<file path="src/rtl/flash_seq_pkg.sv">
// flash_seq shared constants: SPI opcodes, engine operation codes,
// host request encodings and sequencer states.
package flash_seq_pkg;

  localparam logic [7:0] OPC_WREN = 8'h06;
  localparam logic [7:0] OPC_SE   = 8'h20;
  localparam logic [7:0] OPC_PP   = 8'h02;
  localparam logic [7:0] OPC_READ = 8'h03;
  localparam logic [7:0] OPC_RDID = 8'h90;
  localparam logic [7:0] OPC_RDSR = 8'h05;

  localparam logic [2:0] CT_RDID  = 3'b000;
  localparam logic [2:0] CT_WREN  = 3'b001;
  localparam logic [2:0] CT_ERASE = 3'b010;
  localparam logic [2:0] CT_RDSR  = 3'b011;
  localparam logic [2:0] CT_PROG  = 3'b101;
  localparam logic [2:0] CT_READ  = 3'b111;

  typedef enum logic [1:0] {
    OP_READ  = 2'b00,
    OP_ERASE = 2'b01,
    OP_PROG  = 2'b10,
    OP_RDID  = 2'b11
  } req_op_e;

  typedef enum logic [2:0] {
    IDLE,
    WREN,
    WREN_WAIT,
    OP,
    OP_WAIT,
    POLL,
    POLL_WAIT,
    DONE
  } state_e;

endpackage

</file>
<file path="src/rtl/flash_cmd_issue.sv">
// Launches one SPI engine transaction: one-cycle start pulse, holds the
// command fields stable and tracks busy until the engine reports done.
module flash_cmd_issue
  import flash_seq_pkg::*;
(
  input  logic        clock25M,
  input  logic        flash_rstn,
  input  logic        launch,
  input  logic [2:0]  launch_type,
  input  logic [7:0]  launch_cmd,
  input  logic [23:0] launch_addr,
  input  logic [7:0]  launch_data,
  input  logic        Done_Sig,
  output logic [3:0]  cmd_type,
  output logic [7:0]  flash_cmd,
  output logic [23:0] flash_addr,
  output logic [7:0]  wrdata,
  output logic        busy,
  output logic        done
);

  // Done_Sig outside a transaction is stray and never reaches the FSM
  assign done = busy & Done_Sig;

  always_ff @(posedge clock25M or negedge flash_rstn) begin
    if (!flash_rstn) begin
      cmd_type   <= '0;
      flash_cmd  <= '0;
      flash_addr <= '0;
      wrdata     <= '0;
      busy       <= 1'b0;
    end else begin
      cmd_type[3] <= launch;
      if (launch) begin
        cmd_type[2:0] <= launch_type;
        flash_cmd     <= launch_cmd;
        flash_addr    <= launch_addr;
        wrdata        <= launch_data;
        busy          <= 1'b1;
      end else if (done) begin
        busy <= 1'b0;
      end
    end
  end

endmodule

</file>
<file path="src/rtl/flash_seq.sv">
// SPI flash operation sequencer: read/ID/erase/program with WIP polling.
// Optional poll timeout enabled by defining FLASH_SEQ_TIMEOUT_EN.
module flash_seq
  import flash_seq_pkg::*;
#(
  parameter int unsigned MAX_POLLS = 20000,
  parameter logic [7:0]  RDSR_CMD  = OPC_RDSR
) (
  input  logic        clock25M,
  input  logic        flash_rstn,
  input  logic        req_valid,
  output logic        req_ready,
  input  logic [1:0]  req_op,
  input  logic [23:0] req_addr,
  input  logic [7:0]  req_wdata,
  output logic [7:0]  rd_data,
  output logic        rd_valid,
  output logic        op_done,
  output logic        op_err,
  output logic [3:0]  cmd_type,
  output logic [7:0]  flash_cmd,
  output logic [23:0] flash_addr,
  output logic [7:0]  wrdata,
  input  logic        Done_Sig,
  input  logic [7:0]  mydata_o,
  input  logic        myvalid_o
);

  state_e      state, state_nxt;
  req_op_e     op_q;
  logic [23:0] addr_q;
  logic [7:0]  wdata_q;
  logic        wip_q;
  logic        accept, is_read, req_is_read;
  logic        wip, rd_take, poll_limit;
  logic        launch, busy, done;
  logic [2:0]  l_type;
  logic [7:0]  l_cmd;

  assign req_ready   = (state == IDLE);
  assign accept      = req_valid & req_ready;
  assign req_is_read = (req_op_e'(req_op) == OP_READ) |
                       (req_op_e'(req_op) == OP_RDID);
  assign is_read     = (op_q == OP_READ) | (op_q == OP_RDID);
  // status byte may land in the same cycle as Done_Sig
  assign wip         = myvalid_o ? mydata_o[0] : wip_q;
  assign rd_take     = myvalid_o & is_read & (state == OP_WAIT);
  assign op_done     = (state == DONE);

  always_comb begin
    state_nxt = state;
    launch    = 1'b0;
    l_type    = CT_RDID;
    l_cmd     = 8'h00;
    unique case (state)
      IDLE: begin
        if (accept) state_nxt = req_is_read ? OP : WREN;
      end
      WREN: begin
        if (!busy) begin
          launch    = 1'b1;
          l_type    = CT_WREN;
          l_cmd     = OPC_WREN;
          state_nxt = WREN_WAIT;
        end
      end
      WREN_WAIT: begin
        if (done) state_nxt = OP;
      end
      OP: begin
        if (!busy) begin
          launch    = 1'b1;
          state_nxt = OP_WAIT;
          unique case (op_q)
            OP_READ:  begin l_type = CT_READ;  l_cmd = OPC_READ; end
            OP_RDID:  begin l_type = CT_RDID;  l_cmd = OPC_RDID; end
            OP_ERASE: begin l_type = CT_ERASE; l_cmd = OPC_SE;   end
            OP_PROG:  begin l_type = CT_PROG;  l_cmd = OPC_PP;   end
          endcase
        end
      end
      OP_WAIT: begin
        if (done) state_nxt = is_read ? DONE : POLL;
      end
      POLL: begin
        if (!busy) begin
          launch    = 1'b1;
          l_type    = CT_RDSR;
          l_cmd     = RDSR_CMD;
          state_nxt = POLL_WAIT;
        end
      end
      POLL_WAIT: begin
        if (done) state_nxt = (!wip || poll_limit) ? DONE : POLL;
      end
      DONE: state_nxt = IDLE;
    endcase
  end

  always_ff @(posedge clock25M or negedge flash_rstn) begin
    if (!flash_rstn) begin
      state    <= IDLE;
      op_q     <= OP_READ;
      addr_q   <= '0;
      wdata_q  <= '0;
      wip_q    <= 1'b0;
      rd_valid <= 1'b0;
      rd_data  <= '0;
    end else begin
      state    <= state_nxt;
      rd_valid <= rd_take;
      if (accept) begin
        op_q    <= req_op_e'(req_op);
        addr_q  <= req_addr;
        wdata_q <= req_wdata;
      end
      if (state == POLL_WAIT && myvalid_o) wip_q <= mydata_o[0];
      if (rd_take) rd_data <= mydata_o;
    end
  end

`ifdef FLASH_SEQ_TIMEOUT_EN
  localparam logic [15:0] POLL_LAST = 16'(MAX_POLLS - 1);
  logic [15:0] poll_cnt;
  logic        err_q;

  assign poll_limit = (poll_cnt >= POLL_LAST);
  assign op_err     = (state == DONE) & err_q;

  always_ff @(posedge clock25M or negedge flash_rstn) begin
    if (!flash_rstn) begin
      poll_cnt <= '0;
      err_q    <= 1'b0;
    end else begin
      if (accept) err_q <= 1'b0;
      if (state == WREN) poll_cnt <= '0;
      else if (state == POLL_WAIT && done) poll_cnt <= poll_cnt + 16'd1;
      if (state == POLL_WAIT && done && wip && poll_limit) err_q <= 1'b1;
    end
  end
`else
  assign poll_limit = 1'b0;
  assign op_err     = 1'b0;
  if (MAX_POLLS == 0) begin : g_unbounded_poll
  end
`endif

  flash_cmd_issue u_issue (
    .clock25M    (clock25M),
    .flash_rstn  (flash_rstn),
    .launch      (launch),
    .launch_type (l_type),
    .launch_cmd  (l_cmd),
    .launch_addr (addr_q),
    .launch_data (wdata_q),
    .Done_Sig    (Done_Sig),
    .cmd_type    (cmd_type),
    .flash_cmd   (flash_cmd),
    .flash_addr  (flash_addr),
    .wrdata      (wrdata),
    .busy        (busy),
    .done        (done)
  );

endmodule
</file>
<file path="config.mk">
export PLATFORM = sky130hd
export DESIGN_NAME = flash_seq
export DESIGN_NICKNAME = d
export VERILOG_FILES = /design/src/rtl/flash_seq_pkg.sv /design/src/rtl/flash_cmd_issue.sv /design/src/rtl/flash_seq.sv
export SDC_FILE = /design/constraint.sdc
export NUM_CORES = 1
export LEC_CHECK = 0
export BUFFER_PORTS_ARGS = -buffer_cell sky130_fd_sc_hd__buf_2
export CORE_MARGIN = 1
export CORE_UTILIZATION = 35
export CTS_CLUSTER_SIZE = 25
export DETAILED_ROUTE_END_ITERATION = 12
export GPL_TIMING_DRIVEN = 0
export PLACE_DENSITY = 0.53
export SYNTH_ARGS = -nofsm -noshare
export SYNTH_HDL_FRONTEND = slang
export SYNTH_HIERARCHICAL = 1
export SYNTH_SLANG_ARGS = --single-unit
</file>
<file path="constraint.sdc">
create_clock -name clock25M -period 2.2 [get_ports clock25M]
set_clock_uncertainty 0.15 [all_clocks]
set_input_delay 0.33 -clock clock25M [delete_from_list [all_inputs] [get_ports clock25M]]
set_output_delay 0.33 -clock clock25M [all_outputs]
set_load 0.05 [all_outputs]
</file>
==> metrics.yaml, run 1 <==
cts_buffers: 9
drtPass1Iterations: 4
num_vias: 2260
ys_warn_count: 6
std_cell_rows: 38
critPathLaunch: "op_q[0]"
min-delay-start: "mydata_o[5]"
drc: 0
area_growth_pct: 24.9
grt_start_max_net_pins: 52
routed_wl_um: 7390
required_ns: 2.31
ys_seq_area_frac: 0.594
setup_viol: 0
final_cell_mix: "buf_2 (102), dfrtp_1 (92), mux2_2 (46)"
h-tree-depth: 3
reg2regPathDepth: 4
synth_cell_types: 35
dp_hpwl_um: 5130
slew_viol_final: 0
cts.clk_slew.worst_paths_ns: 0.09
drive_gt1_frac: 0.614
final_antenna_net_count: 0
dieHeight_um: 107
timing.fmax_ghz: 0.492
worstPathMaxFanout: 9
min_path_cells: 2
clkLatencyLatePin_ns: 0.37
grt_pass1_vias: 2336
clock-sinks: 92
avgSynthCellArea_um2: 16.2
fin_crit_sh: 0.924
met2_usage: 0.212
clk_path_buf_depth: 2
status: "finished, final reports clean"
synth-seq-cells: 92
pre_cts_slack_ns: 0.0926
grt_first_pass_wirelength_um: 12000
viasPerCell: 4.52
max-slew-margin-rel: 0.590
cts_tree: "done"
start_util: 0.359
drt_iter0_markers: 68
fillers: 1008
syn_inst: 239
rsz0062_at_grt: "no"
r2r_start: "op_q[0]"
min_period_ns: 2.03
gp_congestion: 0.749
post_cts_buffers: 0
grtUsageMet3: 0.0377
design.core.area_um2: 10800
dieArea_um2: 11500
io_buffers: 101
root_buffer: "clkbuf_8"
mostFrequentLayoutCell: "buf_2"
synth_area_um2: 3880
overflow: 0
grtUsageTotal: 0.140
hp-class: "in -> reg"
setup_ws_ns: 0.167
tightest_slew_ns: 0.610
max_cap_viol_count: 0
die_w_um: 107
busiest_layer: "met2"
worstPathArrival_ns: 2.14
layout.nets: 405
detail_route.wl_per_cell_um: 14.8
cp-start-kind: "flop"
crit_path_end_kind: "flop"
critPathKind: "reg -> reg"
globalRouteMet1Util: 0.176
antenna_cells: 0
hold_violations: 0
pin_count: 103
antenna_found_initial: 0
path summary, 6_finish.rpt:
check                      slack, ns                endpoint
max                             0.17              rd_data[0]
min                             0.04              rd_data[5]
max reg2reg                     0.17              rd_data[0]
min reg2reg                     0.36  u_issue/flash_addr[16]
max in group asynchronous       0.92   u_issue/flash_addr[7]
min in group asynchronous       0.34                   wip_q
repair_timing:
item / 4_1_cts / 5_1_grt
hold buffers: 1 / 0
setup endpoints to repair: 0 / 9
endpoints found under the hold margin: 41 / 0
resized for setup: 0 / 2
flip-flops by register name, summed over array words and instances, names as in the netlist:
register	flops
wdata_q	8
addr_q	24
u_issue/busy	1
state	3
op_q	2
u_issue/wrdata	8
u_issue/cmd_type	4
wip_q	1
u_issue/flash_addr	24
rd_valid	1
rd_data	8
u_issue/flash_cmd	8
layout make-up:
| cell class | count | area (um2) | area share |
|---|---|---|---|
| Timing Repair Buffer | 103 | 546 | 0.113 |
| Sequential cell | 92 | 2300 | 0.476 |
| Inverter | 5 | 18.8 | 0.00388 |
| Buffer | 13 | 144 | 0.0297 |
| Tap cell | 140 | 175 | 0.0362 |
| Multi-Input combinational cell | 131 | 1420 | 0.293 |
| Clock buffer | 12 | 165 | 0.0341 |
| Clock inverter | 4 | 70.1 | 0.0145 |
per-stage QoR:
stage          setup TNS, ns  instance area [um2]  cells  hold slack [ns]  utilization
3_3_place_gp          -25.05                 4560    482            0.332        0.423
6_report                   0                 4840    500           0.0381        0.449
5_1_grt                    0                 4840    500           0.0144        0.449
2_1_floorplan              0                 3880    241           -0.116            -
4_1_cts                    0                 4840    500          0.00944        0.448
3_5_place_dp               0                 4590    483            0.209        0.426
cell usage after synthesis, drive strengths merged:
cell | number | area [um2]
a21oi | 2 | 10.0
dfrtp | 92 | 2300
nor2b | 2 | 12.5
nor4b | 1 | 15.0
a22o | 1 | 8.76
a221o | 1 | 10.0
a221oi | 1 | 8.76
a21bo | 1 | 10.0
nand2 | 6 | 22.5
inv | 5 | 18.8
o21ai | 2 | 10.0
o22ai | 1 | 6.26
or3 | 2 | 12.5
conb | 1 | 3.75
nor4 | 1 | 21.3
xnor2 | 1 | 8.76
clkbuf | 1 | 3.75
ha | 3 | 37.5
o31ai | 1 | 7.51
a211oi | 3 | 22.5
or2 | 1 | 6.26
mux2 | 85 | 1100
and2 | 3 | 18.8
and3b | 1 | 8.76
nor2 | 4 | 15.0
nand2b | 1 | 6.26
o2bb2ai | 1 | 8.76
nor3 | 2 | 10.0
a21o | 1 | 7.51
buf | 12 | 139
kinds of logic (layout without fill, tap and decap cells):
logic type	after synthesis	count (layout)	share of synthesized area
flops	92	92	0.594
mux	85	85	0.285
simple gates	24	24	0.0384
buf+inv	18	137	0.0416
compound gates	15	15	0.0284
fa+ha+maj	3	3	0.00968
other cells	1	3	0.000967
xor+xnor	1	1	0.00226
layer usage:
layer | share of wire | up-vias | wire length [um]
met5 | 0 | - | 0
met4 | 0.028 | 0 | 204
met3 | 0.051 | 13 | 374
met2 | 0.46 | 56 | 3420
met1 | 0.46 | 1124 | 3390
li1 | - | 1067 | -
worst max-delay path, stage by stage (launching register included):
cell	delay [ns]
dfrtp_1	0.45
inv_1	0.08
ha_1	0.36
nor4_4	0.48
mux2_2	0.41
Power of run 1 is left out: the tool's default activity adds up to more than one toggle a clock period on the data nets, which glitch-free logic cannot reach.
==> run 2: changes to the inputs <==
--- a/config.mk
+++ b/config.mk
@@ -6,6 +6,7 @@
 export NUM_CORES = 1
 export LEC_CHECK = 0
 export BUFFER_PORTS_ARGS = -buffer_cell sky130_fd_sc_hd__buf_2
+export CORE_ASPECT_RATIO = 0.75
 export CORE_MARGIN = 1
 export CORE_UTILIZATION = 35
 export CTS_CLUSTER_SIZE = 25
==> metrics.yaml, run 2 (same netlist as run 1, synthesis figures left out) <==
status: "finished, final reports clean"
hold_violations: 0  # unchanged
detail_route.wl_per_cell_um: 14.9  # +1.1%
final_cell_mix: "buf_2 (102), dfrtp_1 (92), mux2_2 (46)"
grt_pass1_vias: 2305  # -1.3%
area_growth_pct: 26.9
grt_start_max_net_pins: 57  # +9.6%
max_cap_viol_count: 0  # unchanged
layout.nets: 406  # +0.25%
setup_tns_ns: 0  # unchanged
slowest_stage: "dfrtp_1"
cts_buffers: 9  # unchanged
crit_family: "buffers and inverters"
cts_tree: "done"
mostFrequentLayoutCell: "buf_2"
start_util: 0.368  # +0.00896
drive_gt1_frac: 0.612  # -0.00170
die_w_um: 124  # +15%
std_cell_rows: 32  # -16%
final_util: 0.467  # +0.0184
required_ns: 1.72  # -0.59 ns
overflow: 0  # unchanged
root_buffer: "clkbuf_16"
rsz0062_at_grt: "no"
final_antenna_net_count: 0  # unchanged
critPathKind: "reg -> out"
r2r_setup_slack_ns: 0.23  # +0.06 ns
slew_viol_final: 0  # unchanged
io_buffers: 101  # unchanged
min_period_ns: 1.99  # -0.0445 ns
clkLatencyLatePin_ns: 0.34  # -0.03 ns
hp-class: "in -> reg"
antenna_cells: 0  # unchanged
final_cell_count_no_fill: 497  # -0.60%
pin_count: 103  # unchanged
dieHeight_um: 93.1  # -13%
antenna_found_initial: 0  # unchanged
crit_top_cell: "buf_2"
dieArea_um2: 11500  # about the same
fin_hold_ws_ns: 0.0695  # +0.0314 ns
worstPathMaxFanout: 10  # +1
max-slew-margin-rel: 0.512  # -0.0783
num_vias: 2225  # -1.5%
tightest_slew_ns: 0.733  # +0.122 ns
routed_wl_um: 7420  # +0.51%
cp_cell_sequence: "buf_2 > nand2_1 > nor2_1 > buf_2"
grt_first_pass_wirelength_um: 12100  # +1.3%
h-tree-depth: 3  # unchanged
drc: 0  # unchanged
clk_path_buf_depth: 2  # unchanged
largestRegisters: "addr_q: 24 flops, u_issue/flash_addr: 24 flops"
worstPathArrival_ns: 1.51  # -0.63 ns
grtUsageTotal: 0.143  # +0.00342
cts.clk_slew.worst_paths_ns: 0.06  # -0.03 ns
placed_cells: 479  # -0.83%
viasPerCell: 4.48  # -0.95%
fin_crit_sh: 0.904  # -0.0202
crit_path_end_kind: "primary output"
drt_iter0_markers: 77  # +13%
timing.fmax_ghz: 0.503  # +2.2%
dp_hpwl_um: 5200  # +1.4%
drtPass1Iterations: 4  # unchanged
crit_path_max_incr_delay_ns: 0.43  # -0.05 ns
gp_congestion: 0.697  # -7.0%
setup_viol: 0  # unchanged
clock-sinks: 92  # unchanged
cp_num_buf_inv: 2  # +1
cp-start-kind: "flop"
design.core.area_um2: 10500  # -2.4%
run 2: final timing paths:
path                       cells after the start         start                     end
setup / recovery                               4      state[0]                 op_done
hold / removal                                 2  req_wdata[0]              wdata_q[0]
setup reg to reg                               6      state[0]  u_issue/flash_addr[11]
hold reg to reg                                1    addr_q[12]  u_issue/flash_addr[12]
max in group asynchronous                      3    flash_rstn                state[1]
min in group asynchronous                      2    flash_rstn              rd_data[4]
run 2: worst register-to-register path: stages (launching register included):
cell and delay (ns):
dfrtp_1 0.43, buf_2 0.24, nand2b_1 0.13, a21oi_1 0.22, buf_6 0.22, buf_12 0.17
mux2_4 0.31
run 2: repair_timing:
action | 4_1_cts | 5_1_grt
endpoints found under the setup margin | 0 | 9
endpoints found under the hold margin | 55 | 0
setup buffers | 0 | 1
hold buffers | 1 | 0
resized for setup | 0 | 2
run 2: layer usage:
layer,GRT usage,wire length (um)
met5,0,0
met4,0.0512,90
met3,0.0561,553
met2,0.204,3160
met1,0.196,3620
run 2: metrics by stage:
step           worst slack, ns  instance area, um2
6_report                 0.211                4920
5_1_grt                 0.0755                4920
4_1_cts                 0.0501                4900
3_5_place_dp            0.0613                4580
3_3_place_gp            -0.295                4560
2_1_floorplan           0.0292                3880
run 2: cell type report:
type                    instances  area, um2
well taps                     136        170
clock inverters                 5       61.3
plain buffers                  13        144
repair buffers                104        558
multi-input cells             131       1420
inverters                       5       18.8
flip-flops and latches         92       2300
fillers                       947       5610
clock buffers                  11        243
Power of run 2 is left out for the same reason.
==> run 3: changes to the inputs <==
--- a/config.mk
+++ b/config.mk
@@ -13,6 +13,7 @@
 export DETAILED_ROUTE_END_ITERATION = 12
 export GPL_TIMING_DRIVEN = 0
 export PLACE_DENSITY = 0.53
+export REMOVE_ABC_BUFFERS = 1
 export SYNTH_ARGS = -nofsm -noshare
 export SYNTH_HDL_FRONTEND = slang
 export SYNTH_HIERARCHICAL = 1
==> metrics.yaml, run 3 (same netlist as run 1, synthesis figures left out) <==
timing.fmax_ghz: 0.488  # -3.0%
io_buffers: 101  # unchanged
drc: 0  # unchanged
std_cell_rows: 32  # unchanged
h-tree-depth: 3  # unchanged
busiest_layer: "met2"
design.core.area_um2: 10500  # unchanged
dieArea_um2: 11500  # unchanged
required_ns: 1.72  # about the same
cp_cell_sequence: "nand2_1 > nor2_1 > buf_2"
area_growth_pct: 25.5
status: "finished, final reports clean"
overflow: 0  # unchanged
num_vias: 2241  # +0.72%
fin_crit_sh: 0.932  # +0.0279
slew_viol_final: 0  # unchanged
drtPass1Iterations: 4  # unchanged
layout.nets: 402  # -0.99%
routed_wl_um: 7260  # -2.1%
worstPathMaxFanout: 13  # +3
setup_ws_ns: 0.150  # -0.0615 ns
crit_path_end_kind: "primary output"
hp-class: "in -> reg"
clock-sinks: 92  # unchanged
met2_usage: 0.198  # -0.00559
slowest_stage: "dfrtp_1"
final_cell_mix: "buf_2 (100), dfrtp_1 (91), mux2_2 (46)"
pin_count: 103  # unchanged
dieHeight_um: 93.1  # unchanged
max-slew-margin-rel: 0.621  # +0.109
die_w_um: 124  # unchanged
max_cap_viol_count: 0  # unchanged
grt_first_pass_wirelength_um: 11800  # -2.6%
worstPathArrival_ns: 1.57  # +0.06 ns
start_util: 0.368  # unchanged
clk_path_buf_depth: 2  # unchanged
drt_iter0_markers: 88  # +14%
cp-start-kind: "flop"
pre_cts_slack_ns: -0.0906  # -0.152 ns
antenna_found_initial: 0  # unchanged
final_util: 0.462  # -0.00487
final_antenna_net_count: 0  # unchanged
dp_hpwl_um: 5140  # -1.1%
detail_route.wl_per_cell_um: 14.7  # -1.3%
tightest_slew_ns: 0.568  # -0.164 ns
largestRegisters: "addr_q: 24 flops, u_issue/flash_addr: 24 flops"
grt_pass1_vias: 2258  # -2.0%
viasPerCell: 4.55  # +1.5%
grtUsageTotal: 0.139  # -0.00443
hold_violations: 0  # unchanged
min_period_ns: 2.05  # +0.0615 ns
rsz0062_at_grt: "no"
mostFrequentLayoutCell: "buf_2"
root_buffer: "clkbuf_16"
cts.clk_slew.worst_paths_ns: 0.07  # about the same
globalRouteMet1Util: 0.184  # -0.0118
r2r_setup_slack_ns: 0.17  # -0.06 ns
final_area_um2: 4870  # -1.0%
crit_path_max_incr_delay_ns: 0.64  # +0.21 ns
cts_tree: "done"
cts_buffers: 9  # unchanged
setup_viol: 0  # unchanged
setup_tns_ns: 0  # unchanged
critPathKind: "reg -> out"
gp_congestion: 0.731  # +4.8%
antenna_cells: 0  # unchanged
clkLatencyLatePin_ns: 0.34  # about the same
grt_start_max_net_pins: 51  # -11%
drive_gt1_frac: 0.616  # +0.00406
place_area_um2: 4540  # -0.90%
grtUsageMet3: 0.0598  # +0.00366
==> run 3: cell count changes in the layout (fill, tap and decap cells not counted), moves of 2 or more <==
cell,change
buf_2,-2
clkinv_2,+2
buf_12,-4
buf_6,+2
==> run 3: worst paths after layout <==
| check | cells after the start | startpoint | end |
|---|---|---|---|
| hold reg to reg | 1 | wdata_q[3] | u_issue/wrdata[3] |
| min in group asynchronous | 2 | flash_rstn | u_issue/flash_addr[13] |
| setup reg to reg | 4 | state[0] | u_issue/cmd_type[1] |
| setup / recovery | 3 | state[0] | op_done |
| hold / removal | 2 | req_wdata[1] | wdata_q[1] |
| max in group asynchronous | 3 | flash_rstn | wdata_q[4] |
==> run 3: area by class of cell <==
| class | instances | area (um2) |
|---|---|---|
| Clock buffer | 9 | 225 |
| Tap cell | 136 | 170 |
| Timing Repair Buffer | 113 | 657 |
| Fill cell | 974 | 5660 |
| Inverter | 5 | 18.8 |
| Multi-Input combinational cell | 131 | 1440 |
| Clock inverter | 7 | 51.3 |
| Sequential cell | 92 | 2300 |
==> run 3: critical path: cells and delay by family, from the launching register on <==
family / cells / cell delay (ns)
flip-flops: 1 / 0.64
buffers and inverters: 1 / 0.28
AND/OR/NAND/NOR: 2 / 0.33
==> run 3: what timing repair did <==
| action | in CTS | in global routing |
|---|---|---|
| hold buffers | 1 | 0 |
| endpoints found under the hold margin | 42 | 0 |
| pin swaps | 1 | 1 |
| endpoints found under the setup margin | 43 | 9 |
| gates resized for setup | 0 | 1 |
| setup buffers | 4 | 1 |
==> run 3: stage by stage <==
stage	hold WS, ns	std cells
2_1_floorplan	-0.116	228
3_3_place_gp	0.333	465
3_5_place_dp	0.216	471
4_1_cts	0.0519	492
5_1_grt	0.0541	493
6_report	0.0699	493
==> run 3: per-layer routing <==
layer	part of all wire	routed length (um)
met5	0	0
met4	0.015	112
met3	0.077	560
met2	0.43	3120
met1	0.48	3480
Power of run 3 is left out for the same reason.
